`config.mk`:
```
export PLATFORM = sky130hd
export DESIGN_NAME = ctrl_hazard_pipe
export DESIGN_NICKNAME = d
export VERILOG_FILES = /design/src/rtl/ctrl_hazard_pipe.sv
export SDC_FILE = /design/constraint.sdc
export NUM_CORES = 1
export LEC_CHECK = 0
export CAP_MARGIN = 15
export CORE_ASPECT_RATIO = 1.75
export CORE_MARGIN = 2
export CORE_UTILIZATION = 25
export CTS_BUF_LIST = sky130_fd_sc_hd__clkbuf_8
export CTS_CLUSTER_SIZE = 14
export DETAILED_ROUTE_END_ITERATION = 6
export GPL_TIMING_DRIVEN = 0
export SLEW_MARGIN = 30
export SYNTH_ARGS = -nofsm -noshare
export SYNTH_HDL_FRONTEND = slang
export SYNTH_SLANG_ARGS = --single-unit
```
`constraint.sdc`:
```
create_clock -name clk_i -period 1.7 [get_ports clk_i]
set_clock_uncertainty 0.15 [all_clocks]
set_input_delay 0.17 -clock clk_i [delete_from_list [all_inputs] [get_ports clk_i]]
set_output_delay 0.17 -clock clk_i [all_outputs]
set_load 0.1 [all_outputs]
```
`src/rtl/ctrl_hazard_pipe.sv`:
```
// ctrl_hazard_pipe: control/address pipeline from ID through WB, load-use
// hazard detection and EX forwarding selects; holds no data.
// Ports: clk_i/rst_i (sync, active-high); ID-side decoded controls and
// register addresses in; NoOp_o/Stall_o/PCWrite_o back to ID/IF;
// EX_*, MEM_*, WB_* registered controls; ForwardA_o/ForwardB_o selects.
module ctrl_hazard_pipe #(
    parameter int REG_ADDR_W = 5,
    parameter int ALUOP_W    = 2
) (
    input  logic                  clk_i,
    input  logic                  rst_i,
    input  logic                  Valid_i,
    input  logic [REG_ADDR_W-1:0] RS1addr_i,
    input  logic [REG_ADDR_W-1:0] RS2addr_i,
    input  logic [REG_ADDR_W-1:0] RDaddr_i,
    input  logic [ALUOP_W-1:0]    ALUOp_i,
    input  logic                  ALUSrc_i,
    input  logic                  RegWrite_i,
    input  logic                  MemtoReg_i,
    input  logic                  MemRead_i,
    input  logic                  MemWrite_i,
    input  logic                  Branch_i,
    output logic                  NoOp_o,
    output logic                  Stall_o,
    output logic                  PCWrite_o,
    output logic [ALUOP_W-1:0]    EX_ALUOp_o,
    output logic                  EX_ALUSrc_o,
    output logic                  EX_Branch_o,
    output logic [REG_ADDR_W-1:0] EX_RS1addr_o,
    output logic [REG_ADDR_W-1:0] EX_RS2addr_o,
    output logic [REG_ADDR_W-1:0] EX_RDaddr_o,
    output logic                  MEM_RegWrite_o,
    output logic                  MEM_MemtoReg_o,
    output logic                  MEM_MemRead_o,
    output logic                  MEM_MemWrite_o,
    output logic [REG_ADDR_W-1:0] MEM_RDaddr_o,
    output logic                  WB_RegWrite_o,
    output logic                  WB_MemtoReg_o,
    output logic [REG_ADDR_W-1:0] WB_RDaddr_o,
    output logic [1:0]            ForwardA_o,
    output logic [1:0]            ForwardB_o
);

    localparam logic [REG_ADDR_W-1:0] X0 = '0;

    logic exRegWrite;
    logic exMemtoReg;
    logic exMemRead;
    logic exMemWrite;
    logic hazard;
    logic loadBubble;

    // Load in EX whose rd feeds the ID instruction: hold IF/ID for one cycle.
    // rs2 is always compared, so I-type/loads may stall conservatively.
    assign hazard = Valid_i & exMemRead & (EX_RDaddr_o != X0)
                  & ((EX_RDaddr_o == RS1addr_i) | (EX_RDaddr_o == RS2addr_i));

    assign loadBubble = hazard | ~Valid_i;

    assign NoOp_o    = hazard;
    assign Stall_o   = hazard;
    assign PCWrite_o = ~hazard;

    always_ff @(posedge clk_i) begin
        if (rst_i) begin
            EX_ALUOp_o   <= '0;
            EX_ALUSrc_o  <= 1'b0;
            EX_Branch_o  <= 1'b0;
            exRegWrite   <= 1'b0;
            exMemtoReg   <= 1'b0;
            exMemRead    <= 1'b0;
            exMemWrite   <= 1'b0;
            EX_RS1addr_o <= '0;
            EX_RS2addr_o <= '0;
            EX_RDaddr_o  <= '0;
        end else if (loadBubble) begin
            EX_ALUOp_o   <= '0;
            EX_ALUSrc_o  <= 1'b0;
            EX_Branch_o  <= 1'b0;
            exRegWrite   <= 1'b0;
            exMemtoReg   <= 1'b0;
            exMemRead    <= 1'b0;
            exMemWrite   <= 1'b0;
            EX_RS1addr_o <= '0;
            EX_RS2addr_o <= '0;
            EX_RDaddr_o  <= '0;
        end else begin
            EX_ALUOp_o   <= ALUOp_i;
            EX_ALUSrc_o  <= ALUSrc_i;
            EX_Branch_o  <= Branch_i;
            exRegWrite   <= RegWrite_i;
            exMemtoReg   <= MemtoReg_i;
            exMemRead    <= MemRead_i;
            exMemWrite   <= MemWrite_i;
            EX_RS1addr_o <= RS1addr_i;
            EX_RS2addr_o <= RS2addr_i;
            EX_RDaddr_o  <= RDaddr_i;
        end
    end

    // EX/MEM and MEM/WB never stall.
    always_ff @(posedge clk_i) begin
        if (rst_i) begin
            MEM_RegWrite_o <= 1'b0;
            MEM_MemtoReg_o <= 1'b0;
            MEM_MemRead_o  <= 1'b0;
            MEM_MemWrite_o <= 1'b0;
            MEM_RDaddr_o   <= '0;
            WB_RegWrite_o  <= 1'b0;
            WB_MemtoReg_o  <= 1'b0;
            WB_RDaddr_o    <= '0;
        end else begin
            MEM_RegWrite_o <= exRegWrite;
            MEM_MemtoReg_o <= exMemtoReg;
            MEM_MemRead_o  <= exMemRead;
            MEM_MemWrite_o <= exMemWrite;
            MEM_RDaddr_o   <= EX_RDaddr_o;
            WB_RegWrite_o  <= MEM_RegWrite_o;
            WB_MemtoReg_o  <= MEM_MemtoReg_o;
            WB_RDaddr_o    <= MEM_RDaddr_o;
        end
    end

    // Youngest producer (MEM) wins over WB; x0 never forwards.
    function automatic logic [1:0] fwdSel(input logic [REG_ADDR_W-1:0] src);
        logic [1:0] sel;
        sel = 2'b00;
        if (MEM_RegWrite_o && MEM_RDaddr_o != X0 && MEM_RDaddr_o == src)
            sel = 2'b10;
        else if (WB_RegWrite_o && WB_RDaddr_o != X0 && WB_RDaddr_o == src)
            sel = 2'b01;
        return sel;
    endfunction

    assign ForwardA_o = fwdSel(EX_RS1addr_o);
    assign ForwardB_o = fwdSel(EX_RS2addr_o);

endmodule

```
# Yosys cells after proc, flatten, opt, wreduce, memory -nomap -nowiden
# Cells that the tools add are included.
# W data, S select, Z words.
# op_classes
reduce_logical,10
n_bitwise,7
eq_ne,6
n_mux,4
# op_table
cell,count
$eq A5 B5 Y1,6
$reduce_bool A5 Y1,3
$logic_and A1 B1 Y1,6
$mux W2,2
$and A1 B1 Y1,3
$mux W1,2
$not A1 Y1,2
$or A1 B1 Y1,2
$reduce_or A2 Y1,1
# totals
reg_bits,39

# Logic depth before layout (Yosys ltp)
# Gate-level depths: netlist (run 1).
# depth
ltp_word,5
depth_mapped,6

# Least setup slack after synthesis (run 1)
# Ideal clock, no wire load.
# synth_path
path_kind,reg-to-output
from,register MEM_RDaddr_o[1]
to,output ForwardA_o[0]
t_required_ns,1.380
setup_slack_ns,-4.194
stages_incl_launch_ff,5
n_path_buf,0
arrival_ns,5.574
path_cell_list,dfxtp_1 > or4_1 > o21ai_1 > nor4_1 > nor4_2
# synth_via
elab_chain_len,4
elab_cells_between_ends,5
classes_between,eq/ne (1); mux (1); reduce/logical (3)
# synth_lines
element,line_no,source
"start, declared",36,"output logic [REG_ADDR_W-1:0] MEM_RDaddr_o,"
"start signal, assigned",117,MEM_RDaddr_o <= EX_RDaddr_o;
$reduce_bool A5 Y1,128,if (MEM_RegWrite_o && MEM_RDaddr_o != X0 && MEM_RDaddr_o == src)
$logic_and A1 B1 Y1,128,
$logic_and A1 B1 Y1 *,128,
$mux W2 *,128,
"end, declared",40,"output logic [1:0] ForwardA_o,"
# Mark *: on every way between the ends. The rest lies on a longest branch, timed or not.

# Worst setup path after layout (run 1)
# layout_path
from,register EX_RS1addr_o[4]
to,output ForwardA_o[0]
# layout_via
elab_chain_len,4
elab_cells_between_ends,6
classes_between,eq/ne (2); mux (2); reduce/logical (2)
# layout_lines
element,line_no,source
"start, declared",29,"output logic [REG_ADDR_W-1:0] EX_RS1addr_o,"
"start signal, assigned",95,EX_RS1addr_o <= RS1addr_i;
$eq A5 B5 Y1,130,else if (WB_RegWrite_o && WB_RDaddr_o != X0 && WB_RDaddr_o == src)
$logic_and A1 B1 Y1,130,
$mux W1,130,
$mux W2 *,128,
# Marked as above.

==> impl_metrics.env, run 1 <==
export IMPL_synth_avg_cell_area_sq_um=9.90
export IMPL_cts_htree_levels=2
export IMPL_cts_hold_buf=0
export IMPL_vias_per_cell=4.33
export IMPL_num_rows=38
export IMPL_synth_top_area_frac=0.487
export IMPL_place_gp_congestion=0.751
export IMPL_dpl_instance_area_sq_mm=0.00259
export IMPL_p_leak_nw=1.15
export IMPL_path_buf_inv=1
export IMPL_yosys_area_top_type="dfxtp_1"
export IMPL_finalCritPeriodShare=1.32
export IMPL_vias=1450
export IMPL_cp_top_family="simple AND/OR/NAND/NOR gates"
export IMPL_ys_ff_latch=39
export IMPL_critical_path_cell_chain="xor2_1 -> or4_4 -> nor4_4 -> buf_6"
export IMPL_slew_headroom=0.574
export IMPL_pwr_share_seq=0.443
export IMPL_die_h_microns=110
export IMPL_powerDensity_mw_per_mm2=699
export IMPL_die_x_microns=64.6
export IMPL_violations="negative setup slack"
export IMPL_grt_pass1_wl_mm=6.67
export IMPL_grt_util_all_layers=0.126
export IMPL_start_kind="flip-flop"
export IMPL_clkTransAtPathRegs_ns=0.08
export IMPL_grt_start_max_net_pins=13
export IMPL_die_area_sq_mm=0.00710
export IMPL_final_setup_worst_slack_ns=-0.537
export IMPL_crit_type="flip-flop to output port"
export IMPL_hold_viol=0
export IMPL_drv_slew=0
export IMPL_syn_to_final_growth_pct=91.3
export IMPL_insertion_delay_ns=0.29
export IMPL_dr_pass1_iters=2
export IMPL_crit_path_end_kind="output port"
export IMPL_finalInstanceArea_sq_mm=0.00307
export IMPL_cp_required_ns=1.38
export IMPL_cts_sinks=39
export IMPL_p_int_w=0.00147
export IMPL_crit_slowest_cell="or4_4"
export IMPL_start_util=0.260
export IMPL_overflow=0
export IMPL_ant_nets=0
export IMPL_cp_arrival_ns=1.92
export IMPL_finalSetupViolCount=26
export IMPL_p_sw_w=0.000676
export IMPL_synthTopCellsByArea="dfxtp_1 (49%), xnor2_1 (8.7%), xor2_1 (7.6%)"
export IMPL_hp_class="input pin to flip-flop"
export IMPL_critPathLaunch="EX_RS1addr_o[4]"
export IMPL_finalCriticalPeriod_ns=2.24
export IMPL_cts_root_buf="clkbuf_8"
export IMPL_yosysSeqAreaShare=0.487
export IMPL_syn_area_sq_mm=0.00160
export IMPL_cp_max_fo=3
export IMPL_hpwl_mm=3.39
export IMPL_ys_warn_count=0
export IMPL_synthCells=162
export IMPL_clock_path_buffers=2
export IMPL_core_sq_mm=0.00618
export IMPL_grt_pass1_vias=1423
export IMPL_cap_violations=0
export IMPL_p_comb_frac=0.235
export IMPL_synth_nets=188
export IMPL_cts_tree="yes"
export IMPL_max_stage_delay_ns=0.55
export IMPL_p_total_w=0.00215
export IMPL_grt_setup_unrepaired="true"
export IMPL_min_from="RDaddr_i[1]"
export IMPL_switching_share=0.315
export IMPL_synth_distinct_cells=21
export IMPL_rr_startpoint="EX_RDaddr_o[2]"
export IMPL_worstMarginPinSlew_ns=0.639
export IMPL_clock_fmax_ghz=0.447
export IMPL_drtIter0Drc=18
export IMPL_pwr_share_clk=0.322
export IMPL_nets=280
export IMPL_drive_above_1_share=0.529
export IMPL_pin_count=68
export IMPL_antenna_found_initial=0
export IMPL_numCtsBuffers=5
export IMPL_status="finished, violations left"
export IMPL_drc=0
export IMPL_wirelength_mm=4.37
export IMPL_wl_per_cell_microns=13.0
export IMPL_io_buffer_count=67
export IMPL_num_antenna_cells=0
export IMPL_peakVddDrop_mv=0.382
[through the flow]
| stage | util | setup TNS [ns] | std cells | worst slack [ns] | hold slack [ns] |
|---|---|---|---|---|---|
| global placement | 0.419 | -14.10 | 309 | -1.42 | 0.269 |
| finish | 0.496 | -4.37 | 335 | -0.537 | 0.254 |
| detailed placement | 0.419 | -14.42 | 309 | -1.43 | 0.278 |
| CTS | 0.462 | -5.93 | 324 | -0.571 | 0.238 |
| global route | 0.496 | -5.45 | 335 | -0.596 | 0.261 |
| floorplan | - | -4.20 | 162 | -1.03 | 0.0819 |
[cells in the mapped netlist]
cell / count
a211oi_1: 5
a211oi_2: 5
a21oi_1: 13
and2_1: 1
buf_2: 2
buf_4: 1
buf_6: 1
clkbuf_1: 5
dfxtp_1: 39
nand2_1: 26
nand3_1: 4
nor2b_1: 17
nor4_1: 2
nor4_2: 2
o21ai_1: 2
o22ai_2: 1
o311a_4: 1
or3_1: 1
or4_1: 4
xnor2_1: 16
xor2_1: 14
[kinds of logic (layout without fill, tap and decap cells)]
family,after synthesis,in the layout,share of synthesized area
flops,39,39,0.487
xor+xnor,30,30,0.164
compound gates,27,27,0.130
buf+inv,9,102,0.0296
simple gates,57,57,0.190
[timing repair]
action,in CTS,in global routing
buffers inserted,7,11
resized for setup,167,26
pin swaps,6,9
endpoints found under the setup margin,43,30
cloned,0,2
[power groups by stage]
| stage | Combinational [W] | Sequential, W | Clock (W) |
|---|---|---|---|
| final | 0.000505 | 0.000950 | 0.000691 |
| after floorplan | 0.000135 | 0.00116 | 0 |
| after CTS | 0.000478 | 0.000951 | 0.000707 |
| after global routing | 0.000531 | 0.000955 | 0.000744 |
| after detailed placement | 0.000470 | 0.000974 | 0 |
| after global placement | 0.000467 | 0.000974 | 0 |
[worst paths after layout]
kind / end / slack, ns / cells past startpoint
worst max-delay path: ForwardA_o[0] / -0.54 / 4
worst min register to register: MEM_MemWrite_o / 0.29 / 1
worst min-delay path: EX_RDaddr_o[1] / 0.25 / 3
worst max register to register: EX_RDaddr_o[4] / -0.10 / 6
[layer usage]
layer	vias up	wire length (microns)	share of wire	global-route usage
met5	-	0	0	0
met4	0	105	0.024	0.0729
met3	7	145	0.033	0.0194
met2	38	2640	0.60	0.255
met1	676	1480	0.34	0.113
li1	729	-	-	-
[placed cells by master, fill, tap and decap left out, drive strengths merged]
cell type,count
o21ai,2
buf,27
or4,4
a21oi,13
xnor2,16
and2,1
nand2,26
inv,1
nand3,4
clkdlybuf4s15,35
dfxtp,39
nor4,4
or3,1
o22ai,1
xor2,14
clkbuf,14
o311a,1
clkdlybuf4s50,25
a211oi,10
nor2b,17
[layout make-up]
class | instances | area [sq um]
plain buffers | 9 | 83.8
clock buffers | 7 | 96.3
clock inverters | 1 | 6.26
fillers | 588 | 3110
multi-input cells | 114 | 947
flip-flops and latches | 39 | 875
well taps | 80 | 100
repair buffers | 85 | 960
[worst register-to-register path, cell delays in order, from the launching register on]
cell	delay, ns
dfxtp_4	0.36
or3_4	0.38
o311a_4	0.33
buf_6	0.13
buf_8	0.13
clkbuf_16	0.15
a21oi_2	0.11
[sequential cells by signal (all words and copies together) (netlist names), 2 cells and up]
signal        cells
EX_ALUOp_o        2
EX_RDaddr_o       5
EX_RS1addr_o      5
EX_RS2addr_o      5
MEM_RDaddr_o      5
WB_RDaddr_o       5
No activity file was read; power rests on OpenSTA's default activity.
==> run 2: changes to the inputs <==
--- a/config.mk
+++ b/config.mk
@@ -6,7 +6,6 @@
 export NUM_CORES = 1
 export LEC_CHECK = 0
 export CAP_MARGIN = 15
-export CORE_ASPECT_RATIO = 1.75
 export CORE_MARGIN = 2
 export CORE_UTILIZATION = 25
 export CTS_BUF_LIST = sky130_fd_sc_hd__clkbuf_8
==> run 2 against run 1 <==
The flow still finishes with violations (negative setup slack). Clock-buffer cell count shrank 1. Cell count fell by 1.5%. Critical path type unchanged. Flip-flop and latch count is the same. Sequential share of layout area grew 0.093 points. First-iteration DRC count increased by 72%. Combinational power barely moved.
==> impl_metrics.env, run 2 (synthesized netlist as in run 1, its figures left out) <==
export IMPL_start_kind="flip-flop"
export IMPL_top_usage_layer="met2"
export IMPL_vias=1437
export IMPL_crit_type="flip-flop to output port"
export IMPL_use_met1=0.161
export IMPL_place_gp_congestion=0.736
export IMPL_syn_to_final_growth_pct=90.6
export IMPL_final_cell_mix="clkdlybuf4s15_2 (34), nand2_1 (25), clkdlybuf4s50_1 (25), dfxtp_4 (24), nor2b_1 (17)"
export IMPL_grt_pass1_wl_mm=6.70
export IMPL_clkTransAtPathRegs_ns=0.07
export IMPL_hp_class="input pin to flip-flop"
export IMPL_p_total_w=0.00209
export IMPL_clock_path_buffers=2
export IMPL_whs_ns=0.272
export IMPL_die_area_sq_mm=0.00707
export IMPL_hpwl_mm=3.26
export IMPL_cts_root_buf="clkbuf_8"
export IMPL_vias_per_cell=4.35
export IMPL_rr_startpoint="EX_RDaddr_o[0]"
export IMPL_cts_sinks=39
export IMPL_io_buffer_count=67
export IMPL_violations="negative setup slack"
export IMPL_nets=278
export IMPL_hold_viol=0
export IMPL_powerDensity_mw_per_mm2=685
export IMPL_cts_tree="yes"
export IMPL_antenna_found_initial=0
export IMPL_cts_htree_levels=2
export IMPL_final_setup_worst_slack_ns=-0.536
export IMPL_min_from="RDaddr_i[1]"
export IMPL_grt_start_max_net_pins=13
export IMPL_use_met3=0.0396
export IMPL_num_rows=29
export IMPL_status="finished, violations left"
export IMPL_grt_pass1_vias=1385
export IMPL_wl_per_cell_microns=13.7
export IMPL_num_antenna_cells=0
export IMPL_drive_above_1_share=0.542
export IMPL_grt_util_all_layers=0.119
export IMPL_pin_count=68
export IMPL_cts_hold_buf=0
export IMPL_die_h_microns=84.1
export IMPL_die_x_microns=84.1
export IMPL_cp_max_fo=5
export IMPL_cp_arrival_ns=1.92
export IMPL_p_leak_nw=1.15
export IMPL_finalCritPeriodShare=1.32
export IMPL_cap_violations=0
export IMPL_overflow=0
export IMPL_wirelength_mm=4.52
export IMPL_numCtsBuffers=5
export IMPL_finalSetupViolCount=26
export IMPL_grt_met2_usage=0.183
export IMPL_grt_setup_unrepaired="true"
export IMPL_ant_nets=0
export IMPL_peakVddDrop_mv=0.462
export IMPL_cp_required_ns=1.38
export IMPL_slew_headroom=0.565
export IMPL_drv_slew=0
export IMPL_crit_path_end_kind="output port"
export IMPL_finalCriticalPeriod_ns=2.24
export IMPL_dp_slack_ns=-1.43
export IMPL_drc=0
export IMPL_insertion_delay_ns=0.29
export IMPL_worstMarginPinSlew_ns=0.652
export IMPL_drtIter0Drc=31
export IMPL_final_common_cell="clkdlybuf4s15_2"
export IMPL_start_util=0.256
export IMPL_core_sq_mm=0.00628
export IMPL_clock_fmax_ghz=0.447
export IMPL_dr_pass1_iters=4
export IMPL_critPathLaunch="EX_RDaddr_o[0]"
-- run 2: cell types whose count changed in the layout (fill, tap and decap cells not counted), moves of 2 or more --
cell      before  now
xnor2_2        0    2
buf_4         12    9
xnor2_1       16   14
buf_12         6    4
clkbuf_2       0    2
buf_6          5    8
-- run 2: final timing paths --
kind | end | slack, ns | cells past startpoint
max | Stall_o | -0.54 | 6
min | EX_RDaddr_o[1] | 0.27 | 3
max reg2reg | exRegWrite | -0.23 | 7
min reg2reg | MEM_RegWrite_o | 0.29 | 1
-- run 2: stage by stage --
| step | setup TNS (ns) | utilization | instance area, sq um | std cells |
|---|---|---|---|---|
| 2_1_floorplan | -4.20 | - | 1820 | 162 |
| 3_3_place_gp | -14.05 | 0.412 | 2590 | 306 |
| 3_5_place_dp | -14.42 | 0.412 | 2590 | 306 |
| 4_1_cts | -6.41 | 0.447 | 2810 | 318 |
| 5_1_grt | -6.16 | 0.487 | 3060 | 330 |
| 6_report | -4.89 | 0.487 | 3060 | 330 |
-- run 2: where the power goes --
part / internal, W / switching [W] / leakage, nW
Sequential: 0.000919 / 0.0000346 / 0.338
Clock: 0.000321 / 0.000314 / 0.0524
Combinational: 0.000180 / 0.000324 / 0.757
-- run 2: repair_timing --
item | in CTS | in global routing
setup buffers | 4 | 12
gates resized for setup | 163 | 38
endpoints found under the setup margin | 42 | 31
pin swaps | 4 | 19
hold endpoints to repair | 0 | 0
cloned | 0 | 2
-- run 2: final cells by class --
| type | instances | area (sq um) |
|---|---|---|
| plain buffers | 9 | 85.1 |
| clock buffers | 6 | 82.6 |
| clock inverters | 2 | 8.76 |
| fillers | 595 | 3220 |
| multi-input cells | 114 | 978 |
| flip-flops and latches | 39 | 875 |
| well taps | 77 | 96.3 |
| repair buffers | 83 | 932 |
-- run 2: worst max-delay path, stage by stage, from the launching register on --
cell	delay [ns]
dfxtp_4	0.37
or3_4	0.38
o311a_4	0.33
buf_8	0.13
and2_4	0.15
buf_12	0.12
buf_12	0.15
-- run 2: routing by layer --
layer,up-vias,wire length (microns)
met3,7,307
met2,53,2130
met4,0,47
met1,653,2040
li1,724,-
met5,-,0
